--- src/rtl/wb_spi_pkg.sv ---
// wb_spi_pkg: register map, status/control bit positions and SPI FSM encoding
package wb_spi_pkg;
  localparam int REG_DATA = 0;
  localparam int REG_STATUS = 1;
  localparam int REG_CTRL = 2;
  localparam int REG_CLKDIV = 3;
  localparam int ST_BUSY = 0;
  localparam int ST_DONE = 1;
  localparam int ST_OVR = 2;
  localparam int CTRL_CS_EN = 0;
  localparam int CTRL_IRQ_EN = 1;
  localparam logic [1:0] S_IDLE = 2'd0;
  localparam logic [1:0] S_LEAD = 2'd1;
  localparam logic [1:0] S_TRAIL = 2'd2;
endpackage

--- src/rtl/spi_shift_engine.sv ---
// spi_shift_engine: mode-0 SPI byte shifter with programmable half-period divider
module spi_shift_engine
  import wb_spi_pkg::*;
(
  input  logic       clk,
  input  logic       reset,
  input  logic       start,
  input  logic [7:0] tx_byte,
  input  logic [7:0] clkdiv,
  input  logic       miso,
  output logic       sclk,
  output logic       mosi,
  output logic       busy,
  output logic       done,
  output logic [7:0] rx
);
  logic [1:0] state;
  logic [7:0] div;
  logic [7:0] tx;
  logic [2:0] cnt;
  assign busy = state != S_IDLE;
  // done marks the final expiring cycle so the owner can latch rx on the same edge BUSY drops
  assign done = state == S_TRAIL && div == 8'd0 && cnt == 3'd0;
  always_ff @(posedge clk) begin
    if (reset) begin
      state <= S_IDLE;
      div <= 8'd0;
      tx <= 8'd0;
      cnt <= 3'd0;
      sclk <= 1'b0;
      mosi <= 1'b0;
      rx <= 8'd0;
    end else if (state == S_IDLE) begin
      if (start) begin
        state <= S_LEAD;
        div <= clkdiv;
        tx <= tx_byte;
        cnt <= 3'd7;
        mosi <= tx_byte[7];
        sclk <= 1'b0;
      end
    end else if (div != 8'd0) begin
      div <= div - 8'd1;
    end else begin
      div <= clkdiv;
      if (state == S_LEAD) begin
        state <= S_TRAIL;
        sclk <= 1'b1;
        rx <= {rx[6:0], miso};
      end else if (cnt != 3'd0) begin
        state <= S_LEAD;
        sclk <= 1'b0;
        tx <= {tx[6:0], 1'b0};
        mosi <= tx[6];
        cnt <= cnt - 3'd1;
      end else begin
        state <= S_IDLE;
        sclk <= 1'b0;
      end
    end
  end
endmodule

--- src/rtl/wb_spi_master.sv ---
// wb_spi_master: Wishbone register bank in front of a mode-0 SPI master.
// Define WB_SPI_IRQ_EN to add the registered irq_o output and the CTRL.IRQ_EN bit.
module wb_spi_master
  import wb_spi_pkg::*;
#(
  parameter logic [7:0] DEFAULT_DIV = 8'd4,
  parameter int ADR_W = 5
) (
  input  logic             clk,
  input  logic             reset,
  input  logic             wb_cyc_i,
  input  logic             wb_stb_i,
  input  logic             wb_we_i,
  input  logic             wb_sel_i,
  input  logic [ADR_W-1:0] wb_adr_i,
  input  logic [7:0]       wb_dat_i,
  output logic [7:0]       wb_dat_o,
  output logic             wb_ack_o,
  output logic             spi_sclk_o,
  output logic             spi_mosi_o,
  input  logic             spi_miso_i,
  output logic             spi_cs_n_o
`ifdef WB_SPI_IRQ_EN
  ,output logic            irq_o
`endif
);
  logic req, wr, rd, hit_data, hit_status, hit_ctrl, hit_div, start;
  logic busy, xfer_done, done_flag, ovr, cs_en, irq_en;
  logic [7:0] rx, rx_reg, clkdiv, status, ctrl, rd_data;
  assign req = wb_cyc_i & wb_stb_i;
  assign wr = req & wb_we_i & wb_sel_i;
  assign rd = req & ~wb_we_i;
  assign hit_data = wb_adr_i == ADR_W'(REG_DATA);
  assign hit_status = wb_adr_i == ADR_W'(REG_STATUS);
  assign hit_ctrl = wb_adr_i == ADR_W'(REG_CTRL);
  assign hit_div = wb_adr_i == ADR_W'(REG_CLKDIV);
  assign start = wr & hit_data & ~busy;
  assign spi_cs_n_o = ~cs_en;
  always_comb begin
    status = 8'd0;
    status[ST_BUSY] = busy;
    status[ST_DONE] = done_flag;
    status[ST_OVR] = ovr;
    ctrl = 8'd0;
    ctrl[CTRL_CS_EN] = cs_en;
    ctrl[CTRL_IRQ_EN] = irq_en;
    rd_data = hit_data ? rx_reg : hit_status ? status : hit_ctrl ? ctrl : hit_div ? clkdiv : 8'd0;
  end
  spi_shift_engine u_engine (
    .clk(clk),
    .reset(reset),
    .start(start),
    .tx_byte(wb_dat_i),
    .clkdiv(clkdiv),
    .miso(spi_miso_i),
    .sclk(spi_sclk_o),
    .mosi(spi_mosi_o),
    .busy(busy),
    .done(xfer_done),
    .rx(rx)
  );
  always_ff @(posedge clk) begin
    if (reset) begin
      wb_ack_o <= 1'b0;
      wb_dat_o <= 8'd0;
      rx_reg <= 8'd0;
      clkdiv <= DEFAULT_DIV;
      done_flag <= 1'b0;
      ovr <= 1'b0;
      cs_en <= 1'b0;
    end else begin
      wb_ack_o <= req;
      if (rd) wb_dat_o <= rd_data;
      if (xfer_done) rx_reg <= rx;
      // sets are ORed in last so they win over a same-cycle clear
      done_flag <= xfer_done | (done_flag & ~(wr & hit_status & wb_dat_i[ST_DONE]) & ~(rd & hit_data));
      ovr <= (wr & hit_data & busy) | (ovr & ~(wr & hit_status & wb_dat_i[ST_OVR]));
      if (wr & hit_ctrl) cs_en <= wb_dat_i[CTRL_CS_EN];
      if (wr & hit_div) clkdiv <= wb_dat_i;
    end
  end
`ifdef WB_SPI_IRQ_EN
  always_ff @(posedge clk) begin
    if (reset) begin
      irq_en <= 1'b0;
      irq_o <= 1'b0;
    end else begin
      if (wr & hit_ctrl) irq_en <= wb_dat_i[CTRL_IRQ_EN];
      irq_o <= irq_en & done_flag;
    end
  end
`else
  assign irq_en = 1'b0;
`endif
endmodule

--- config.mk ---
export PLATFORM = sky130hd
export DESIGN_NAME = wb_spi_master
export DESIGN_NICKNAME = d
export VERILOG_FILES = /design/src/rtl/wb_spi_pkg.sv /design/src/rtl/spi_shift_engine.sv /design/src/rtl/wb_spi_master.sv
export SDC_FILE = /design/constraint.sdc
export NUM_CORES = 1
export LEC_CHECK = 0
export ABC_AREA = 1
export CORE_ASPECT_RATIO = 2
export CORE_UTILIZATION = 30
export CTS_BUF_LIST = sky130_fd_sc_hd__clkbuf_8
export CTS_CLUSTER_DIAMETER = 60
export CTS_CLUSTER_SIZE = 12
export DETAILED_ROUTE_END_ITERATION = 16
export GPL_TIMING_DRIVEN = 0
export PLACE_DENSITY_LB_ADDON = 0.05
export SYNTH_ARGS = -nofsm -noshare
export SYNTH_HDL_FRONTEND = slang
export SYNTH_SLANG_ARGS = --single-unit
--- constraint.sdc ---
create_clock -name clk -period 2.1 [get_ports clk]
set_clock_uncertainty 0.2 [all_clocks]
set_input_delay 0.42 -clock clk [delete_from_list [all_inputs] [get_ports clk]]
set_output_delay 0.42 -clock clk [all_outputs]
set_load 0.005 [all_outputs]
==> impl_metrics.csv, run 1 <==
group,metric,value,unit
outcome,status,"completed",
yosys,synth_fp_nets,424,
critical_path,cp_cell_sequence,"clkdlybuf4s50_1",
routing,drc_errors,0,
critical_path,cp.arrival,1.34,ns
critical_path,critPathBufInv,1,
clock_network,cts_made_buffers,9,
cells_and_area,n_antenna_cell,0,
sta,fin_crit_sh,93.1,%
yosys,syn_area_per_cell,7.25,µm²
routing,drtIter0Drc,100,
power,powerDensity,910,mW/mm²
critical_path,cp_top_family,"buffers and inverters",
global_route,grt_max_degree,11,
die,die_h,141,µm
yosys,ys_async_sr_fraction,0,%
die,die-area,0.0101,mm²
yosys,yosys.area_share.simple,32.7,%
routing,routed_wl,8.41,mm
placed_design,dp.cells,534,
sta,setup_violations,0,
sta,max_slew_margin,60.9,%
die,design.core.area,0.00938,mm²
placed_design,dp_hpwl,6.61,mm
global_route,met1_usage,19.6,%
cells_and_area,area.growth.synth_to_final,22.3,%
cells_and_area,fin_cells,550,
critical_path,path_max_fanout,5,
power,p_leak,1.34,nW
yosys,synth_edf_count,0,
clock_network,cts_tree,"yes",
clock_network,cts-hold-fix-buffers,0,
clock_network,cts.clk_slew.worst_paths,0.07,ns
global_route,grt_pass1_wl,13.7,mm
yosys,synth_top_family_by_area,"simple AND/OR/NAND/NOR gates",
clock_network,root_buffer,"clkbuf_8",
sta,slew_violations,0,
yosys,ys_top_cells_by_area,"dfxtp_1, nand2_1, a21oi_1, inv_1, nor2_1",
routing,vias,2617,
critical_path,critPathSlowestCell,"clkdlybuf4s50_1",
critical_path,ff2ff_path_depth,8,
min_path,min_delay_path_depth,2,
yosys,yosysUniqueCellTypes,32,
yosys,synthTopCellsByCount,"nand2_1, dfxtp_1, inv_1",
clock_network,cts_max_level,3,
power,power,3.23,mW
critical_path,reg2reg_to,"rx_reg[7]",
min_path,min_from,"rx_reg[5]",
die,io_pins,32,
yosys,synth.most_common_cell,"nand2_1",
critical_path,cp.required,1.48,ns
global_route,gr-usage-met3,3.79,%
cells_and_area,layout-drive-gt1-share,15.7,%
global_route,busiest_layer,"met2",
power,ir_drop,0.405,mV
clock_network,clk_path_buf_depth,2,
job,maxCapViolCount,0,
yosys,synth_ff_type,"dfxtp_1",
sta,tightest_slew,0.586,ns
yosys,synth_xor_xnor_area_share,1.21,%
sta,rsz0062_at_grt,"yes",
yosys,ys_warn_count,0,
yosys,synth-seq-area-share,39.3,%
critical_path,timing.rr.start,"u_engine.div[0]",
routing,drtPass1Iterations,4,
cells_and_area,utilization,37.8,%
sta,final.min_clock_period,1.96,ns
critical_path,worstSetupPathType,"reg -> out",
global_route,antenna_found_initial,0,
global_route,grt_util_met2,34.4,%
die,rows,50,
routing,postRouteAntennaNets,0,
yosys,synth-compound-area-share,14.7,%
yosys,synth_fa_ha_area_share,1.73,%
yosys,synth_mux_area_share,0,%
sta,max_freq,511,MHz
yosys,synth_seq_cells,57,
routing,wl_per_cell,15.3,µm
min_path,hold_end,"rx_reg[5]",
die,die_x,71.5,µm
clock_network,cts.sinks,57,
routing,via_per_inst,4.76,
global_route,grt_util_all_layers,18.4,%
sta,hold_violations,0,
die,initial_core_util,30.9,%
global_route,grt_pass1_vias,2543,
cells_and_area,layout.nets,465,
placed_design,io_buffers,30,
min_path,worst_hold_path_type,"reg -> reg",
yosys,syn-cell-area,0.00290,mm²
yosys,synth_cells,400,
global_route,grt.overflow.total,0,
placed_design,dpl_worst_slack,-0.299,ns
sta,final.setup.worst_slack,0.145,ns
yosys,synth_area_leader_cell,"dfxtp_1",
critical_path,r2r_slack,0.15,ns
placed_design,gp_congestion,0.810,
clock_network,clock_latency,0.34,ns
critical_path,crit_path_start_kind,"flip-flop",
critical_path,cp-end-kind,"output port",
critical_path,critical-path-max-stage-delay,0.55,ns
sta,fin_tns_setup,0,ns
yosys,synth_top_area_share,39.3,%
-- final cells by class --
class                      instances  area [µm²]
buffer                            15        96.3
clock buffer                       9         124
clock inverter                     7        86.3
fill                            1013        5840
inverter                          55         206
multi-input combinational        273        1460
sequential                        57        1140
tap                              104         130
timing repair buffer              30         300
-- through the flow --
step | hold WS (ns) | cell area [µm²]
after global placement | 0.233 | 3330
after detailed placement | 0.238 | 3330
after global routing | 0.270 | 3550
final | 0.247 | 3550
after CTS | 0.250 | 3540
after floorplan | 0.224 | 2900
-- routing by layer --
metal	share of wire [%]	routed length, µm
met1	38	3210
met2	57	4770
met3	2.7	230
met4	2.3	194
met5	0	0
-- how the worst max path moves through the flow --
stage                                 start              to  slack, ns  cells past startpoint
final                     u_engine.state[1]      spi_sclk_o       0.14                      1
after global placement                reset  u_engine.rx[2]      -0.28                      6
after detailed placement              reset  u_engine.rx[2]      -0.30                      6
after global routing        u_engine.div[0]       rx_reg[7]      -0.01                      8
after CTS                             reset  u_engine.rx[2]       0.06                      6
after floorplan             u_engine.div[0]       rx_reg[7]       0.46                      8
-- timing repair --
item / in CTS / in global routing
endpoints found under the hold margin: 0 / 0
endpoints found under the setup margin: 0 / 8
resized for setup: 0 / 5
setup buffers: 0 / 0
-- cell usage in the layout, fill, tap and decap left out --
| master | Yosys | routed |
|---|---|---|
| nand2_1 | 63 | 63 |
| dfxtp_1 | 57 | 57 |
| inv_1 | 50 | 51 |
| a21oi_1 | 45 | 45 |
| nor2_1 | 43 | 42 |
| clkdlybuf4s50_1 | 0 | 30 |
| o21ai_0 | 27 | 27 |
| nand3_1 | 26 | 26 |
| nor2_2 | 11 | 12 |
| nand4_1 | 10 | 10 |
| clkbuf_8 | 0 | 9 |
| nor2_4 | 6 | 6 |
| nand2_2 | 6 | 6 |
| nor3_1 | 6 | 6 |
| inv_2 | 5 | 5 |
| buf_2 | 5 | 4 |
| clkbuf_1 | 5 | 4 |
| nand3_2 | 4 | 4 |
| o21ai_1 | 4 | 4 |
| ha_1 | 4 | 4 |
| buf_6 | 3 | 3 |
| buf_4 | 2 | 3 |
| xor2_1 | 3 | 3 |
| clkinv_2 | 0 | 3 |
| nand2_4 | 2 | 2 |
| nand3_4 | 2 | 2 |
| o21ai_2 | 2 | 2 |
| a31oi_1 | 2 | 2 |
| bufinv_16 | 0 | 2 |
| nor3_2 | 1 | 1 |
| nor2_8 | 1 | 1 |
| nand2_8 | 1 | 1 |
| or2_2 | 1 | 1 |
| clkbuf_2 | 0 | 1 |
| a21oi_2 | 1 | 1 |
| xnor2_1 | 1 | 1 |
| o211ai_1 | 1 | 1 |
| clkinvlp_4 | 0 | 1 |
-- where the power goes --
group / internal [mW] / switching (mW) / leakage, nW
Combinational: 0.310 / 0.550 / 0.773
Sequential: 1.17 / 0.0629 / 0.460
Clock: 0.657 / 0.475 / 0.110
-- kinds of logic (layout without fill, tap and decap cells) --
logic type,count (synthesis),after routing
simple gates,183,183
xor+xnor,4,4
buf+inv,70,116
compound gates,82,82
flops,57,57
fa+ha+maj,4,4
No activity file was read; power rests on OpenSTA's default activity.
==> run 2: changes to the inputs <==
CORE_MARGIN = 4   (was default)
==> impl_metrics.csv, run 2 (synthesis gave the netlist of run 1 again) <==
group,metric,value,unit
outcome,status,"completed",
clock_network,cts.sinks,57,
cells_and_area,utilization,37.7,%
sta,final.min_clock_period,1.96,ns
die,design.core.area,0.00938,mm²
routing,routed_wl,8.50,mm
min_path,hold_end,"rx_reg[7]",
cells_and_area,area.growth.synth_to_final,22.0,%
sta,slew_violations,0,
critical_path,cp.arrival,2.01,ns
sta,max_slew_margin,62.0,%
critical_path,cp-end-kind,"flip-flop",
critical_path,cpMostUsedCell,"nand2_2",
global_route,grt_pass1_vias,2577,
cells_and_area,final_cell_mix,"nand2_1, dfxtp_1, inv_1",
critical_path,critPathSlowestCell,"clkdlybuf4s50_1",
critical_path,path_max_fanout,10,
global_route,antenna_found_initial,0,
routing,drtPass1Iterations,4,
cells_and_area,multi_input_area,0.00147,mm²
critical_path,worstSetupPathType,"in -> reg",
routing,via_per_inst,4.70,
placed_design,dp_hpwl,6.76,mm
cells_and_area,fin_cells,549,
routing,drc_errors,0,
routing,drtIter0Drc,89,
power,ir_drop,0.480,mV
sta,fin_crit_sh,93.6,%
job,maxCapViolCount,0,
min_path,min_delay_path_depth,2,
cells_and_area,nFillCells,1019,
die,die_x,77.5,µm
routing,vias,2582,
critical_path,critPathBufInv,2,
clock_network,root_buffer,"clkbuf_8",
clock_network,cts_made_buffers,9,
min_path,worst_hold_path_type,"reg -> reg",
critical_path,cp_cell_sequence,"clkdlybuf4s50_1 -> nand2_2 -> nor2_4 -> nand3_2 -> nand2_2 -> buf_4 -> nand4_1 -> nand2_1 -> nor2_2",
die,die-area,0.0114,mm²
sta,tightest_slew,0.570,ns
global_route,grt_util_all_layers,15.8,%
global_route,grt_max_degree,11,
global_route,grt_pass1_wl,13.6,mm
cells_and_area,layout-drive-gt1-share,15.3,%
clock_network,cts.clk_slew.worst_paths,0.07,ns
die,initial_core_util,30.9,%
critical_path,cp.required,2.15,ns
die,io_pins,32,
cells_and_area,n_antenna_cell,0,
critical_path,ff2ff_path_depth,8,
critical_path,critical-path-max-stage-delay,0.47,ns
routing,wl_per_cell,15.5,µm
global_route,grt.overflow.total,0,
critical_path,timing.rr.start,"u_engine.div[0]",
placed_design,gp_congestion,0.772,
critical_path,reg2reg_to,"u_engine.rx[0]",
power,p_leak,1.34,nW
min_path,min_from,"rx_reg[7]",
die,die_h,147,µm
placed_design,dp.cells,534,
sta,hold_violations,0,
routing,postRouteAntennaNets,0,
cells_and_area,final_common_cell,"nand2_1",
sta,setup_violations,0,
die,rows,50,
sta,max_freq,509,MHz
power,powerDensity,891,mW/mm²
critical_path,r2r_slack,0.17,ns
critical_path,crit_path_start_kind,"primary input",
clock_network,cts_tree,"yes",
cells_and_area,seq_area,0.00114,mm²
sta,rsz0062_at_grt,"no",
clock_network,cts_max_level,3,
clock_network,clock_latency,0.35,ns
placed_design,io_buffers,30,
critical_path,cp_top_family,"simple AND/OR/NAND/NOR gates",
clock_network,clk_path_buf_depth,2,
cells_and_area,layout.nets,465,
run 2: cell types whose count changed in the layout (fill, tap and decap cells not counted), sizes merged:
cell | before | now
clkinv | 3 | 2
clkinvlp | 1 | 0
bufinv | 2 | 1
buf | 10 | 9
clkbuf | 14 | 17
run 2: report_power, final:
group	internal, mW	switching [mW]
Sequential	1.17	0.0637
Clock	0.598	0.444
Combinational	0.311	0.562
Total	2.08	1.07
run 2: worst max-delay path by stage:
stage,from,end,cells past startpoint
2_1_floorplan,u_engine.div[0],rx_reg[7],8
3_3_place_gp,reset,u_engine.rx[2],6
3_5_place_dp,reset,u_engine.rx[3],6
4_1_cts,reset,u_engine.rx[5],6
5_1_grt,wb_cyc_i,wb_dat_o[6],8
6_report,wb_cyc_i,u_engine.tx[4],9
run 2: worst reg2reg max path: stages, from the launching register on:
cell	delay, ns
dfxtp_1	0.33
inv_1	0.15
ha_1	0.22
nand3_2	0.15
nor2_8	0.20
nand2_2	0.16
inv_1	0.27
nor2_1	0.07
nor2_1	0.10
run 2: per-stage QoR:
step	setup TNS, ns	hold slack, ns	power [mW]	setup slack [ns]	cell area (µm²)
after CTS	0	0.248	3.19	0.0625	3530
after detailed placement	-9.21	0.238	2.14	-0.299	3330
final	0	0.244	3.15	0.135	3540
after global placement	-8.79	0.233	2.13	-0.265	3330
after floorplan	0	0.224	1.89	0.461	2900
after global routing	0	0.272	3.35	0.00151	3540
run 2: cell type report:
cell class | instances | share of cell area, %
flip-flops and latches | 57 | 32.3
inverters | 55 | 5.84
clock inverters | 4 | 1.24
clock buffers | 11 | 4.28
multi-input cells | 273 | 41.5
plain buffers | 15 | 2.72
repair buffers | 30 | 8.49
well taps | 104 | 3.68
run 2: routing by layer:
layer / vias up / global-route usage [%] / wire length [µm]
met1: 1165 / 14.8 / 3140
met3: 10 / 2.70 / 269
li1: 1372 / - / -
met4: 0 / 6.95 / 146
met2: 35 / 32.1 / 4940
met5: - / 0 / 0
run 2: what timing repair did:
item,in CTS,in global routing
setup endpoints to repair,0,7
setup buffers,0,0
gates resized for setup,0,4
hold buffers,0,0
